File: config.mk
export PLATFORM = sky130hd
export DESIGN_NAME = loopback_mcnt_arbiter
export DESIGN_NICKNAME = d
export VERILOG_FILES = /design/src/rtl/loopback_mcnt_pkg.sv /design/src/rtl/loopback_mcnt_arbiter_rr_pick.sv /design/src/rtl/loopback_mcnt_arbiter.sv
export SDC_FILE = /design/constraint.sdc
export NUM_CORES = 1
export LEC_CHECK = 0
export CORE_MARGIN = 4
export CORE_UTILIZATION = 50
export DETAILED_ROUTE_END_ITERATION = 7
export PLACE_DENSITY = 0.87
export SYNTH_ARGS = -nofsm -noshare
export SYNTH_HDL_FRONTEND = slang
export SYNTH_HIERARCHICAL = 1
export SYNTH_SLANG_ARGS = --single-unit
export TNS_END_PERCENT = 50
File: constraint.sdc
create_clock -name user_clk -period 15.3 [get_ports user_clk]
set_input_delay 3.06 -clock user_clk [delete_from_list [all_inputs] [get_ports user_clk]]
set_output_delay 3.06 -clock user_clk [all_outputs]
set_load 0.05 [all_outputs]
File: src/rtl/loopback_mcnt_pkg.sv
// loopback_mcnt_pkg: shared FSM state, mcnt width and channel-index width helper.
package loopback_mcnt_pkg;
    typedef enum logic [1:0] {IDLE, LOAD, HOLD} state_t;
    localparam int MCNT_W = 32;
    function automatic int chan_w(input int n);
        return (n > 1) ? $clog2(n) : 1;
    endfunction
endpackage

File: src/rtl/loopback_mcnt_arbiter_rr_pick.sv
// rr_pick: combinational round-robin first-set-bit finder starting at rr_ptr.
module rr_pick import loopback_mcnt_pkg::*; #(
    parameter int N_REQ = 4,
    parameter int CHAN_W = 2
) (
    input  logic [N_REQ-1:0]  pending,
    input  logic [CHAN_W-1:0] rr_ptr,
    output logic [CHAN_W-1:0] winner,
    output logic              any_set
);
    int s;
    always_comb begin
        winner = '0;
        any_set = |pending;
        s = 0;
        // Scan from the farthest offset down so the nearest set bit wins last.
        for (int k = N_REQ - 1; k >= 0; k--) begin
            s = (int'(rr_ptr) + k) % N_REQ;
            if (pending[s[CHAN_W-1:0]]) winner = s[CHAN_W-1:0];
        end
    end
endmodule

File: src/rtl/loopback_mcnt_arbiter.sv
// loopback_mcnt_arbiter: round-robin share of one mcnt readout register between loopback channels.
// Define LOOPBACK_MCNT_TAG_EN to put the winner index in the top bits of user_data_out.
module loopback_mcnt_arbiter import loopback_mcnt_pkg::*; #(
    parameter int N_REQ = 4,
    parameter int HOLD_CYCLES = 256,
    localparam int CHAN_W = chan_w(N_REQ)
) (
    input  logic                    user_clk,
    input  logic                    user_rst,
    input  logic [N_REQ-1:0]        req_valid,
    input  logic [MCNT_W*N_REQ-1:0] req_mcnt,
    output logic [MCNT_W-1:0]       user_data_out,
    output logic [CHAN_W-1:0]       out_chan,
    output logic                    out_update,
    output logic [N_REQ-1:0]        pending,
    output logic [N_REQ-1:0]        overrun,
    output logic                    busy
);
    localparam int CNT_W = (HOLD_CYCLES > 1) ? $clog2(HOLD_CYCLES) : 1;
    state_t state;
    logic [CHAN_W-1:0] rr_ptr, winner;
    logic [CNT_W-1:0] cnt;
    logic [MCNT_W-1:0] shadow [N_REQ];
    logic [MCNT_W-1:0] win_val;
    logic [N_REQ-1:0] grant_mask;
    logic any_set, grant;

    rr_pick #(.N_REQ(N_REQ), .CHAN_W(CHAN_W)) u_pick (
        .pending(pending),
        .rr_ptr(rr_ptr),
        .winner(winner),
        .any_set(any_set)
    );

    assign grant = (state == IDLE) && any_set;
    assign grant_mask = grant ? N_REQ'(1) << winner : '0;
`ifdef LOOPBACK_MCNT_TAG_EN
    assign win_val = {winner, shadow[winner][MCNT_W-1-CHAN_W:0]};
`else
    assign win_val = shadow[winner];
`endif

    // A capture in the grant cycle re-arms pending and is not an overrun.
    always_ff @(posedge user_clk or posedge user_rst) begin
        if (user_rst) begin
            for (int i = 0; i < N_REQ; i++) shadow[i] <= '0;
            pending <= '0;
            overrun <= '0;
        end else begin
            for (int i = 0; i < N_REQ; i++)
                if (req_valid[i]) shadow[i] <= req_mcnt[MCNT_W*i +: MCNT_W];
            pending <= (pending & ~grant_mask) | req_valid;
            overrun <= overrun | (req_valid & pending & ~grant_mask);
        end
    end

    always_ff @(posedge user_clk or posedge user_rst) begin
        if (user_rst) begin
            state <= IDLE;
            rr_ptr <= '0;
            cnt <= '0;
            user_data_out <= '0;
            out_chan <= '0;
            out_update <= 1'b0;
            busy <= 1'b0;
        end else begin
            out_update <= grant;
            case (state)
                IDLE: if (any_set) begin
                    state <= LOAD;
                    user_data_out <= win_val;
                    out_chan <= winner;
                    rr_ptr <= (winner == CHAN_W'(N_REQ - 1)) ? '0 : winner + 1'b1;
                    busy <= 1'b1;
                end
                LOAD: begin
                    state <= HOLD;
                    cnt <= '0;
                end
                HOLD: if (cnt == CNT_W'(HOLD_CYCLES - 1)) begin
                    state <= IDLE;
                    busy <= 1'b0;
                end else begin
                    cnt <= cnt + 1'b1;
                end
                default: state <= IDLE;
            endcase
        end
    end
endmodule

==> results summary <==
The relative slew slack is 0.281. For hold timing, the worst endpoint is overrun[1]. The floorplan step set the die width to 135 um. For this run, the slowest stage of the critical path takes 0.93 ns. The hold violation count in the final report is 0. The number of standard cells after synthesis is 491. For this run, the leading register cell type out of synthesis is dfrtp_1. The DRC violation total after the first TritonRoute iteration came out at 207.

The number of sinks handled by clock tree synthesis came out at 184. In this run the standard cell core region covers 15800 um2. The areal power density over the cells came out at 193 nW/um2.

The die span in y came out at 135 um. The number of fill cells came out at 1065. The CTS root buffer is clkbuf_16. In this run the critical register-to-register path is launched from pending[3].

The first-pass GRT wire length came out at 30200 um. The fraction of the yosys area taken by sequential cells is 0.573. The overall power came out at 2.03 mW. The final core utilization came out at 0.666. The area of the mapped netlist came out at 8040 um2.

Setup repair after global routing left no endpoint under its margin. Entering global routing, the biggest net connects 100 pins. The type of the worst setup path is in2async. The count of input and output buffers came out at 177. The die footprint is 18200 um2. The wire-length estimate of the detail-placed layout is 12600 um. The number of levels in the clock H-tree is 4.

The first-pass detailed-route iteration total came out at 4. The analysis attributes to cell leakage a power of 4.36 nW. After clock tree synthesis, the repair step resized 0 gates. The slowest stage of the critical path is the buf_4 cell. Together, buffers and inverters on the worst path number 3. The number of antenna violations at the first check in global routing came out at 0.

The average footprint of a synthesized cell came out at 16.4 um2. The flow ran to the end, and the final reports show no timing, DRC or antenna violations. The total congestion overflow after global routing came out at 0. The critical path goes through clkdlybuf4s50_1, inv_6, buf_4. The post-CTS setup repair buffer count came out at 0. The synthesis-to-finish area growth is 31.2%. The endpoint identified for the worst register-to-register timing path is pending[0].

In the synthesized netlist the async set-or-reset flop fraction comes to 1.00. The cell area after placement is 9930 um2. The post-route minimum period is 4.82 ns. After detailed routing, the number of vias per cell comes to 5.52. For the pin with the worst max-slew slack, the measured transition is 1.08 ns. The via count of the first global-routing pass came out at 5614.

Based on the critical path, the design can be clocked at up to 207 MHz. The number of diodes added for antenna fixing came out at 0. Setup violations remaining at the end of the flow were counted as 0.

The detail-routed net length per standard cell is 21.5 um. The register clock-pin slew on the reported worst setup and hold paths came out at 0.06 ns. IR analysis of the VDD net gives a maximum drop of 0.000129 V. Hold repair after CTS inserted 0 buffers.

The worst hold path begins at overrun[1]. The remaining design rule violation count came out at 0. The layout net count is 800. The setup TNS after final layout came out at 0 ns. The longest clock path from root to sink contains 2 buffers. Data on the critical path arrives at its endpoint at 5.20 ns. The number of top-level pins is 178.

The count of flip-flops with a built-in enable after synthesis is 0. The unique cell type count in the Yosys netlist came out at 44. The placer congestion estimate came out at 0.780. The initialized floorplan defines 46 standard-cell rows. STA classifies the critical path startpoint as a primary input. The total wirelength of the detailed-routed design came out at 19100 um. Of the available clock period, the critical path in the final layout requires 0.315. The source-to-sink clock delay at the later pin of the worst-skew pair came out at 0.43 ns. The tightest min-delay check is of the reg2reg type. The number of pins with negative max-slew slack in the final report is 0. The final antenna-violating net count is 0.

The initial standard-cell utilization of the core is 0.508. In the global route stage, overall resource usage came out at 0.218. The worst setup path is captured at an async pin. The number of nets handed over by synthesis was 630. The synthesized flop and latch total came out at 184. The cell count of the worst hold path is 1.

The count of vias placed by the detailed router came out at 4917. Of the cells placed in the final design, the portion with a size suffix greater than 1 is 0.352. The CTS buffer count is 17.

Setup slack on the worst reg-to-reg path comes out at 12.55 ns. The number of cells on the worst reg-to-reg path is 6. Of all nets on the critical path, the largest fanout is 99.

The total number of yosys warnings came out at 6. Across the run, the number of max-cap violations was 0. The post-route standard cell area excluding fillers came out at 10500 um2. The required time of the worst setup path came out at 15.68 ns. TritonCTS built the clock tree. In this design, the largest share of critical-path delay is due to buffers and inverters. For the final database, setup skew stands at 0.0135 ns.
registers in the layout, summed over array words and instances (netlist names):
name and flops:
busy 1, cnt 8, out_chan 2, out_update 1
overrun 4, pending 4, rr_ptr 2, shadow 128
state 2, user_data_out 32
metrics by stage:
step / hold WS [ns] / instances / worst slack, ns
6_report: 0.462 / 890 / 10.48
5_1_grt: 0.499 / 890 / 10.14
4_1_cts: 0.466 / 890 / 10.40
3_5_place_dp: 0.444 / 858 / 9.95
3_3_place_gp: 0.444 / 858 / 10.04
2_1_floorplan: 0.460 / 491 / 7.24
worst reg2reg max path: stages, from the launching register on:
cell and delay, ns:
dfrtp_1 0.43, nor2_1 0.11, nand2_1 0.08, nor3b_4 0.81, buf_4 0.61, a21boi_0 0.26, or2_2 0.32
how the worst max path moves through the flow:
stage	startpoint	end	slack, ns	depth (start not counted)
2_1_floorplan	user_rst	busy	7.24	1
3_3_place_gp	user_rst	shadow[65]	10.04	3
3_5_place_dp	user_rst	shadow[30]	9.95	3
4_1_cts	user_rst	shadow[94]	10.40	3
5_1_grt	user_rst	shadow[3]	10.14	3
6_report	user_rst	cnt[3]	10.48	3
layout make-up:
class | count | area (um2) | share of cell area
Multi-Input combinational cell | 270 | 3240 | 0.307
Sequential cell | 184 | 4600 | 0.437
Clock buffer | 22 | 474 | 0.0450
Clock inverter | 10 | 141 | 0.0134
Inverter | 6 | 27.5 | 0.00261
Timing Repair Buffer | 182 | 1790 | 0.170
Tap cell | 216 | 270 | 0.0256
cell usage in the layout, fill, tap and decap left out, types with 5 or more instances in the layout:
master             n
ha_1               5
buf_4              5
clkbuf_16         17
mux2_2           137
inv_1              5
clkdlybuf4s50_1  173
mux2_4            27
mux4_2            28
dfrtp_1          184
nand2_1            8
synth_stat cells, drive strengths merged (4+ instances only):
| master | instances | area share |
|---|---|---|
| nand3 | 4 | 0.0025 |
| a21boi | 4 | 0.0037 |
| clkbuf | 12 | 0.0056 |
| a21o | 4 | 0.0037 |
| nand2 | 8 | 0.0037 |
| mux4 | 32 | 0.092 |
| or2 | 4 | 0.0031 |
| buf | 19 | 0.019 |
| inv | 6 | 0.0028 |
| mux2 | 164 | 0.24 |
| ha | 5 | 0.0078 |
| mux2i | 4 | 0.0050 |
| o211ai | 4 | 0.0037 |
| nor3b | 4 | 0.0044 |
| dfrtp | 184 | 0.57 |
| nor2 | 5 | 0.0023 |
cells by family (layout without fill, tap and decap cells):
logic type,count (synthesis),count (layout),share of synthesized area
compound gates,27,27,0.0249
mux,200,200,0.339
fa+ha+maj,5,5,0.00778
flops,184,184,0.573
simple gates,38,38,0.0285
buf+inv,37,220,0.0272
layer usage:
metal	wire length (um)	part of all wire	track usage	vias up
met2	10200	0.53	0.380	151
met3	1030	0.054	0.0551	20
met4	227	0.012	0.0645	0
met1	7630	0.40	0.269	2597
met5	0	0	0	-
li1	-	-	-	2149
power breakdown:
part           internal (mW)  switching (mW)
logic                  0.455           0.460
clock network          0.271           0.184
registers              0.586          0.0758
total                   1.31           0.720
Power figures use the tool's default switching activity.
